### config.mk
export PLATFORM = sky130hd
export DESIGN_NAME = seq_signed_divider
export DESIGN_NICKNAME = d
export VERILOG_FILES = /design/src/rtl/arith_pkg.sv /design/src/rtl/twos_abs_neg.sv /design/src/rtl/seq_signed_divider.sv
export SDC_FILE = /design/constraint.sdc
export NUM_CORES = 1
export LEC_CHECK = 0
export CAP_MARGIN = 20
export CORE_ASPECT_RATIO = 1.25
export CORE_MARGIN = 2
export CORE_UTILIZATION = 31
export CTS_BUF_LIST = sky130_fd_sc_hd__clkbuf_2
export DETAILED_ROUTE_END_ITERATION = 7
export DONT_BUFFER_PORTS = 1
export PLACE_DENSITY_LB_ADDON = 0.3
export SLEW_MARGIN = 20
export SYNTH_ARGS = -nofsm -noshare
export SYNTH_HDL_FRONTEND = slang
export SYNTH_SLANG_ARGS = --single-unit
### constraint.sdc
create_clock -name clk -period 1.84 [get_ports clk]
set_input_delay 0.092 -clock clk [delete_from_list [all_inputs] [get_ports clk]]
set_output_delay 0.092 -clock clk [all_outputs]
set_load 0.02 [all_outputs]
### src/rtl/arith_pkg.sv
// Definitions shared across the arithmetic unit: the sequential FSM state encoding
// and the default datapath width also used by the Booth multiplier.
package arith_pkg;

  localparam int ARITH_WIDTH = 4;

  typedef enum logic [1:0] {
    ST_IDLE = 2'd0,
    ST_CALC = 2'd1,
    ST_FIX  = 2'd2
  } state_t;

endpackage

### src/rtl/twos_abs_neg.sv
// Conditional two's-complement negate: gives |x| when neg is the operand sign bit,
// or restores a sign when neg is the wanted result sign.
module twos_abs_neg #(
  parameter int WIDTH = 4
) (
  input  logic [WIDTH-1:0] value,
  input  logic             neg,
  output logic [WIDTH-1:0] result
);

  assign result = neg ? (~value + 1'b1) : value;

endmodule

### src/rtl/seq_signed_divider.sv
// Sequential signed restoring divider, one quotient bit per clock, start/done handshake.
// Optional macro DIV_ZERO_FAST_EN: a zero divisor skips CALC and finishes two cycles after start.
module seq_signed_divider
  import arith_pkg::*;
#(
  parameter int WIDTH = ARITH_WIDTH
) (
  input  logic             clk,
  input  logic             rst_n,
  input  logic             start,
  input  logic [WIDTH-1:0] dividend,
  input  logic [WIDTH-1:0] divisor,
  output logic             busy,
  output logic             done,
  output logic [WIDTH-1:0] quotient,
  output logic [WIDTH-1:0] remainder,
  output logic             div_by_zero
);

  localparam int CW = $clog2(WIDTH + 1);

  state_t           state, state_nxt;
  logic [CW-1:0]    count;
  logic [WIDTH:0]   partial;
  logic [WIDTH-1:0] quo_shift;
  logic [WIDTH-1:0] divisor_mag;
  logic             sign_q, sign_r, zero_div;
  logic [WIDTH-1:0] dividend_abs, divisor_abs;
  logic [WIDTH-1:0] quo_fix, rem_fix, rem_mag;
  logic [WIDTH+1:0] shifted, trial;

  assign busy = (state != ST_IDLE);

  twos_abs_neg #(.WIDTH(WIDTH)) u_abs_dividend (
    .value(dividend), .neg(dividend[WIDTH-1]), .result(dividend_abs));
  twos_abs_neg #(.WIDTH(WIDTH)) u_abs_divisor (
    .value(divisor), .neg(divisor[WIDTH-1]), .result(divisor_abs));
  twos_abs_neg #(.WIDTH(WIDTH)) u_fix_quotient (
    .value(quo_shift), .neg(sign_q), .result(quo_fix));
  twos_abs_neg #(.WIDTH(WIDTH)) u_fix_remainder (
    .value(rem_mag), .neg(sign_r), .result(rem_fix));

  // The extra top bit of the shifted pair makes the trial-subtract borrow visible.
  assign shifted = {partial, quo_shift[WIDTH-1]};
  assign trial   = shifted - {2'b00, divisor_mag};

`ifdef DIV_ZERO_FAST_EN
  // A skipped CALC leaves the dividend magnitude in the quotient shifter.
  assign rem_mag = zero_div ? quo_shift : partial[WIDTH-1:0];
`else
  assign rem_mag = partial[WIDTH-1:0];
`endif

  always_ff @(posedge clk or negedge rst_n) begin
    if (!rst_n) state <= ST_IDLE;
    else        state <= state_nxt;
  end

  always_comb begin
    // NOTE: default first so every path assigns state_nxt and no latch is inferred.
    state_nxt = state;
    case (state)
      ST_IDLE: begin
        if (start) begin
`ifdef DIV_ZERO_FAST_EN
          state_nxt = (divisor == '0) ? ST_FIX : ST_CALC;
`else
          state_nxt = ST_CALC;
`endif
        end
      end
      ST_CALC: if (count == CW'(1)) state_nxt = ST_FIX;
      ST_FIX:  state_nxt = ST_IDLE;
      default: state_nxt = ST_IDLE;
    endcase
  end

  always_ff @(posedge clk or negedge rst_n) begin
    if (!rst_n) begin
      count       <= '0;
      partial     <= '0;
      quo_shift   <= '0;
      divisor_mag <= '0;
      sign_q      <= 1'b0;
      sign_r      <= 1'b0;
      zero_div    <= 1'b0;
      done        <= 1'b0;
      quotient    <= '0;
      remainder   <= '0;
      div_by_zero <= 1'b0;
    end else begin
      // NOTE: non-blocking so every register samples pre-edge values of the others.
      done <= 1'b0;
      case (state)
        ST_IDLE: begin
          if (start) begin
            sign_q      <= dividend[WIDTH-1] ^ divisor[WIDTH-1];
            sign_r      <= dividend[WIDTH-1];
            zero_div    <= (divisor == '0);
            quo_shift   <= dividend_abs;
            divisor_mag <= divisor_abs;
            partial     <= '0;
            count       <= CW'(WIDTH);
          end
        end
        ST_CALC: begin
          count     <= count - 1'b1;
          partial   <= trial[WIDTH+1] ? shifted[WIDTH:0] : trial[WIDTH:0];
          quo_shift <= {quo_shift[WIDTH-2:0], ~trial[WIDTH+1]};
        end
        ST_FIX: begin
          quotient    <= zero_div ? '1 : quo_fix;
          remainder   <= rem_fix;
          div_by_zero <= zero_div;
          done        <= 1'b1;
        end
        default: ;
      endcase
    end
  end

endmodule

-- Word level (Yosys, flattened, before mapping)
Cells that the tools add are included.
Widths: inputs -> output; s select.
- mux-type cells: 16
- bitwise logic cells: 6
- add/subtract/negate cells: 6
- equal/unequal tests: 5
- reductions and logical operators: 7
- operator list (operator ; count):
    $mux 4 ; 6
    $add 4x1->4 const B ; 4
    $not 4->4 ; 4
    $mux 5 ; 2
    $pmux 5 s2 ; 1
    $pmux 4 s2 ; 1
    $pmux 3 s2 ; 1
    $reduce_and 2->1 ; 3
    $sub 6x4->6 ; 1
    $logic_not 4->1 ; 1
    $mux 2 ; 2
    $ne 2x2->1 const B ; 2
    $pmux 2 s2 ; 1
    $reduce_bool 2->1 ; 2
    $eq 3x1->1 const B ; 1
    $mux 3 ; 1
    $sub 3x1->3 const B ; 1
    $eq 2x1->1 const B ; 1
    $eq 2x2->1 const B ; 1
    $logic_not 2->1 ; 1
    $mux 1 ; 1
    $not 1->1 ; 1
    $xor 1x1->1 ; 1
- flip-flop bits (word level): 31
- word-level logic and storage cells: 52

-- Depth between registers and ports, before layout
- depth after elaboration: 5
- depth in mapped cells: 8
- depth with buffers taken out: 8

-- Cells and area by module
Synthesis repeated with hierarchy kept, for this count alone.
- cells, all modules: 185
- area, all modules: 1793.0 um^2
- by module, submodules not included (module ; cells each ; seq. area each (um^2) ; instances ; area each (um^2)):
    seq_signed_divider ; 145 ; 775.7 ; 1 ; 1502.7
    twos_abs_neg ; 10 ; 0.0 ; 4 ; 72.6

-- Worst setup path before layout
Ideal clock, no wire load.
- kind: register to register
- from: register divisor_mag[1]
- to: register partial[3]
- cell stages (with the launch flop): 8
- setup time: 0.131 ns
- clock period less this slack: 1.750 ns
- path slack: 0.090 ns
- arrival: 1.620 ns
- cells stage by stage: dfrtp_1 -> inv_1 -> ha_1 -> nor2b_4 -> o2111a_1 -> a211oi_4 -> mux2i_1 -> o21ai_1
- cells in the longest elaborated chain, start to end: 3
- RTL lines (item ; RTL line ; source):
    start: declaration ; seq_signed_divider.sv:26 ; logic [WIDTH-1:0] divisor_mag;
    start signal: assignment ; seq_signed_divider.sv:101 ; divisor_mag <= divisor_abs;
    $sub 6x4->6 ; seq_signed_divider.sv:45 ; assign trial = shifted - {2'b00, divisor_mag};
    $mux 5 ; seq_signed_divider.sv:108 ; partial <= trial[WIDTH+1] ? shifted[WIDTH:0] : trial[WIDTH:0];
    $pmux 5 s2 ; seq_signed_divider.sv:94 ; case (state)
    end signal: assignment ; seq_signed_divider.sv:108 ;
    end: declaration ; seq_signed_divider.sv:24 ; logic [WIDTH:0] partial;
No other way between the ends.
A chain may end at the register's enable or synchronous reset.

-- Final worst setup path
- from: register partial[0]
- to: register partial[3]
- cells in the longest elaborated chain, start to end: 3
- RTL lines (item ; RTL line):
    $sub 6x4->6 ; seq_signed_divider.sv:45
    $mux 5 ; seq_signed_divider.sv:108
    $pmux 5 s2 ; seq_signed_divider.sv:94
No other way between the ends.

==> summary.txt <==
Outcome
  – Outcome: finished, final reports clean

Pwr
  – Power Total: 0.00396 W
  – Logic pwr share: 53.9%
  – Pwr Density: 1910 mW/mm2
  – Max rail drop VDD: 0.579 mV
  – Sw Ratio: 41.7%
  – Sequential cell fraction of total power: 34.1%
  – Clock power frac: 12.0%
  – LEAKAGE: 0.988 nW
  – P_int: 0.00231 W
  – Sw power: 0.00165 W

Floorplanning
  – CORE AREA: 0.00537 mm2
  – IO Count: 22
  – Die W: 70.4 um
  – FP Rows: 30
  – Initial Utilization: 31.8%
  – Die span in y: 87.0 um
  – Die area: 0.00613 mm2

Detailed routing
  – Number of remaining DRC errors: 0
  – WL/cell: 13.2 um
  – Via density: 4.91
  – Post-route antenna net violation count: 0
  – Total number of vias: 1310
  – Final Routed Wirelength: 3510 um
  – Initial DRC count: 21
  – Number of detailed-route iterations in the first pass: 4

Yosys
  – Synth cell types: 39
  – Synth Instances: 178
  – Number of synthesized flops with an enable pin: 0
  – Flip-flop and latch count after synthesis: 31
  – Syn Area/Cell: 9.60 um2
  – Synthesis Warnings: 0
  – Post-synth top flop: dfrtp_1
  – Sequential area share after synthesis: 45.4%
  – Synthesized net count: 200
  – Post-synth ARST share: 100%
  – Synthesized area: 0.00171 mm2

Timing
  – Minimum period implied by the final worst setup slack: 1.82 ns
  – Worst-Margin Slew: 0.535 ns
  – RSZ-0062 raised after global routing: true
  – Setup Skew: 0.0217 ns
  – Slew headroom: 64.3%
  – Period utilization: 98.8%
  – Setup Viol. Count Final: 0
  – FMAX: 550 MHz
  – Final count of hold timing violations: 0
  – Final Max Slew Viols: 0

Global routing
  – Global-route wire length before repair: 6080 um
  – Initial antenna violation count: 0
  – Global Route Usage Sum: 12.9%
  – Largest net degree at the start of global routing: 32
  – Vias in the first global route: 1265
  – Total gr overflow: 0

Job
  – Max Cap Violations: 0

Critical path
  – Worst r2r path cells: 7
  – CP endpoint kind: flip-flop
  – CP Launch Type: flip-flop
  – Slowest-stage cell, CP: dfrtp_1
  – Crit-path cells: ha_1 -> nor2b_4 -> o2111a_1 -> a211oi_4 -> buf_4 -> mux2i_1 -> o21ai_1
  – Max stage delay on crit path: 0.43 ns
  – Worst-path fanout max: 3
  – Worst EP arrival: 2.08 ns
  – Critical setup path kind: flip-flop to flip-flop
  – CP required: 2.10 ns

CTS
  – H-tree depth: 2
  – Clk Latency, worst-skew pair: 0.39 ns
  – Clock sink count: 31
  – Clock buffer depth: 2
  – TritonCTS Buffers: 5
  – Clock transition at path regs: 0.18 ns
  – Root Buffer: clkbuf_2
  – CTS tree: yes

Placement
  – GPL Wtd Cong: 0.766
  – Area after DPL: 0.00184 mm2
  – Placed cell count: 246
  – Port bufs: 0
  – DP HPWL: 2450 um

Worst hold path
  – Hold depth: 3
  – Min-Delay Path Class: input pin to flip-flop

Final layout
  – Final net count: 224
  – Share of cells above drive strength 1: 15.3%
  – Ant. Diodes: 0
  – P&R area growth vs syn: 21.2%
  – Finished Cell Area: 0.00207 mm2
  – Fill count: 540
  – Non-Filler Instances: 267
[cell type report]
type                       instances  area, um2  share of cell area, %
clock buffer                       5       25.0                   1.21
clock inverter                     3       38.8                   1.87
inverter                          17       63.8                   3.08
multi-input combinational        125        880                   42.5
sequential                        31        776                   37.5
tap                               64       80.1                   3.87
timing repair buffer              22        208                   10.0
[registers in the layout, summed over array words and instances (netlist names)]
signal,count
count,3
div_by_zero,1
divisor_mag,4
done,1
partial,5
quo_shift,4
quotient,4
remainder,4
sign_q,1
sign_r,1
state,2
zero_div,1
[cell usage after synthesis (3+ instances only)]
cell type,instances,area [um2]
nor2_1,10,37.5
clkbuf_1,5,18.8
nand2b_1,4,25.0
nor2b_1,4,25.0
o21ai_0,17,85.1
nor3_1,3,15.0
dfrtp_1,31,776
ha_1,10,125
inv_1,17,63.8
mux2i_1,6,60.1
a21oi_1,3,15.0
xnor2_1,8,70.1
nand3_1,6,30.0
nand2_1,23,86.3
[logic make-up after synthesis]
logic type               after synthesis  share of synthesized area [%]
AO/OA/AOI/OAI                         40                           16.0
XOR/XNOR                               9                           4.61
adder cells (fa/ha/maj)               11                           8.49
buffers and inverters                 22                           4.83
flip-flops                            31                           45.4
multiplexers                           7                           4.17
AND/OR/NAND/NOR                       58                           16.5
[repair_timing]
action,in CTS,in global routing
setup endpoints to repair,4,6
hold buffers,10,0
pin swaps,4,5
resized for setup,1,7
endpoints found under the hold margin,41,0
buffers inserted,3,0
[routing by layer]
| layer | track usage [%] | routed length, um | up-vias |
|---|---|---|---|
| li1 | - | - | 658 |
| met1 | 15.5 | 1660 | 622 |
| met2 | 21.4 | 1640 | 25 |
| met3 | 4.28 | 149 | 5 |
| met4 | 5.24 | 62 | 0 |
| met5 | 0 | 0 | - |
[metrics by stage]
stage / worst slack, ns / hold slack, ns / TNS [ns] / util, %
after floorplan: 0.0895 / -0.204 / 0 / -
after global placement: 0.00130 / -0.203 / 0 / 34.2
after detailed placement: -0.0119 / -0.203 / -0.0142 / 34.2
after CTS: -0.0141 / 0.0155 / -0.0157 / 38.0
after global routing: -0.0948 / 0.00396 / -0.287 / 38.6
final: 0.0225 / 0.0251 / 0 / 38.6
[final timing paths]
path                              from            to  slack, ns
max in group asynchronous        rst_n   quotient[3]       1.54
min in group asynchronous        rst_n  quo_shift[1]       0.12
max reg2reg                 partial[0]    partial[3]       0.02
min reg2reg                   count[2]      count[2]       0.51
max                         partial[0]    partial[3]       0.02
min                        dividend[0]  quo_shift[0]       0.03
[layout by cell type, fill, tap and decap left out, types with 2 or more instances in the layout]
cell and n:
a211oi_1 2, a21o_1 2, nand2b_1 4, inv_1 17, nor3_1 3, buf_6 2, nor2_1 10, o21ai_0 17
buf_4 10, a31oi_1 2, o31ai_1 2, nand3_1 6, xnor2_1 8, mux2i_1 6, nor2b_1 4, dfrtp_1 31
ha_1 8, clkbuf_2 5, a21oi_1 3, dlygate4sd3_1 9, o21ai_1 2, nand2_1 23
[worst max-delay path, delay by kind of cell, from the launching register on]
| family | cells | cell delay, ns |
|---|---|---|
| buffers and inverters | 1 | 0.16 |
| flip-flops | 1 | 0.43 |
| AND/OR/NAND/NOR | 1 | 0.13 |
| multiplexers | 1 | 0.17 |
| AO/OA/AOI/OAI | 3 | 0.52 |
| adder cells (fa/ha/maj) | 1 | 0.29 |
[power groups by stage]
stage          sequential (W)  combinational [W]  clock [W]
2_1_floorplan         0.00131            0.00144          0
6_report              0.00135            0.00214   0.000476
4_1_cts               0.00134            0.00203   0.000488
3_5_place_dp          0.00136            0.00186          0
5_1_grt               0.00140            0.00244   0.000516
3_3_place_gp          0.00136            0.00184          0
Power figures use the tool's default switching activity.
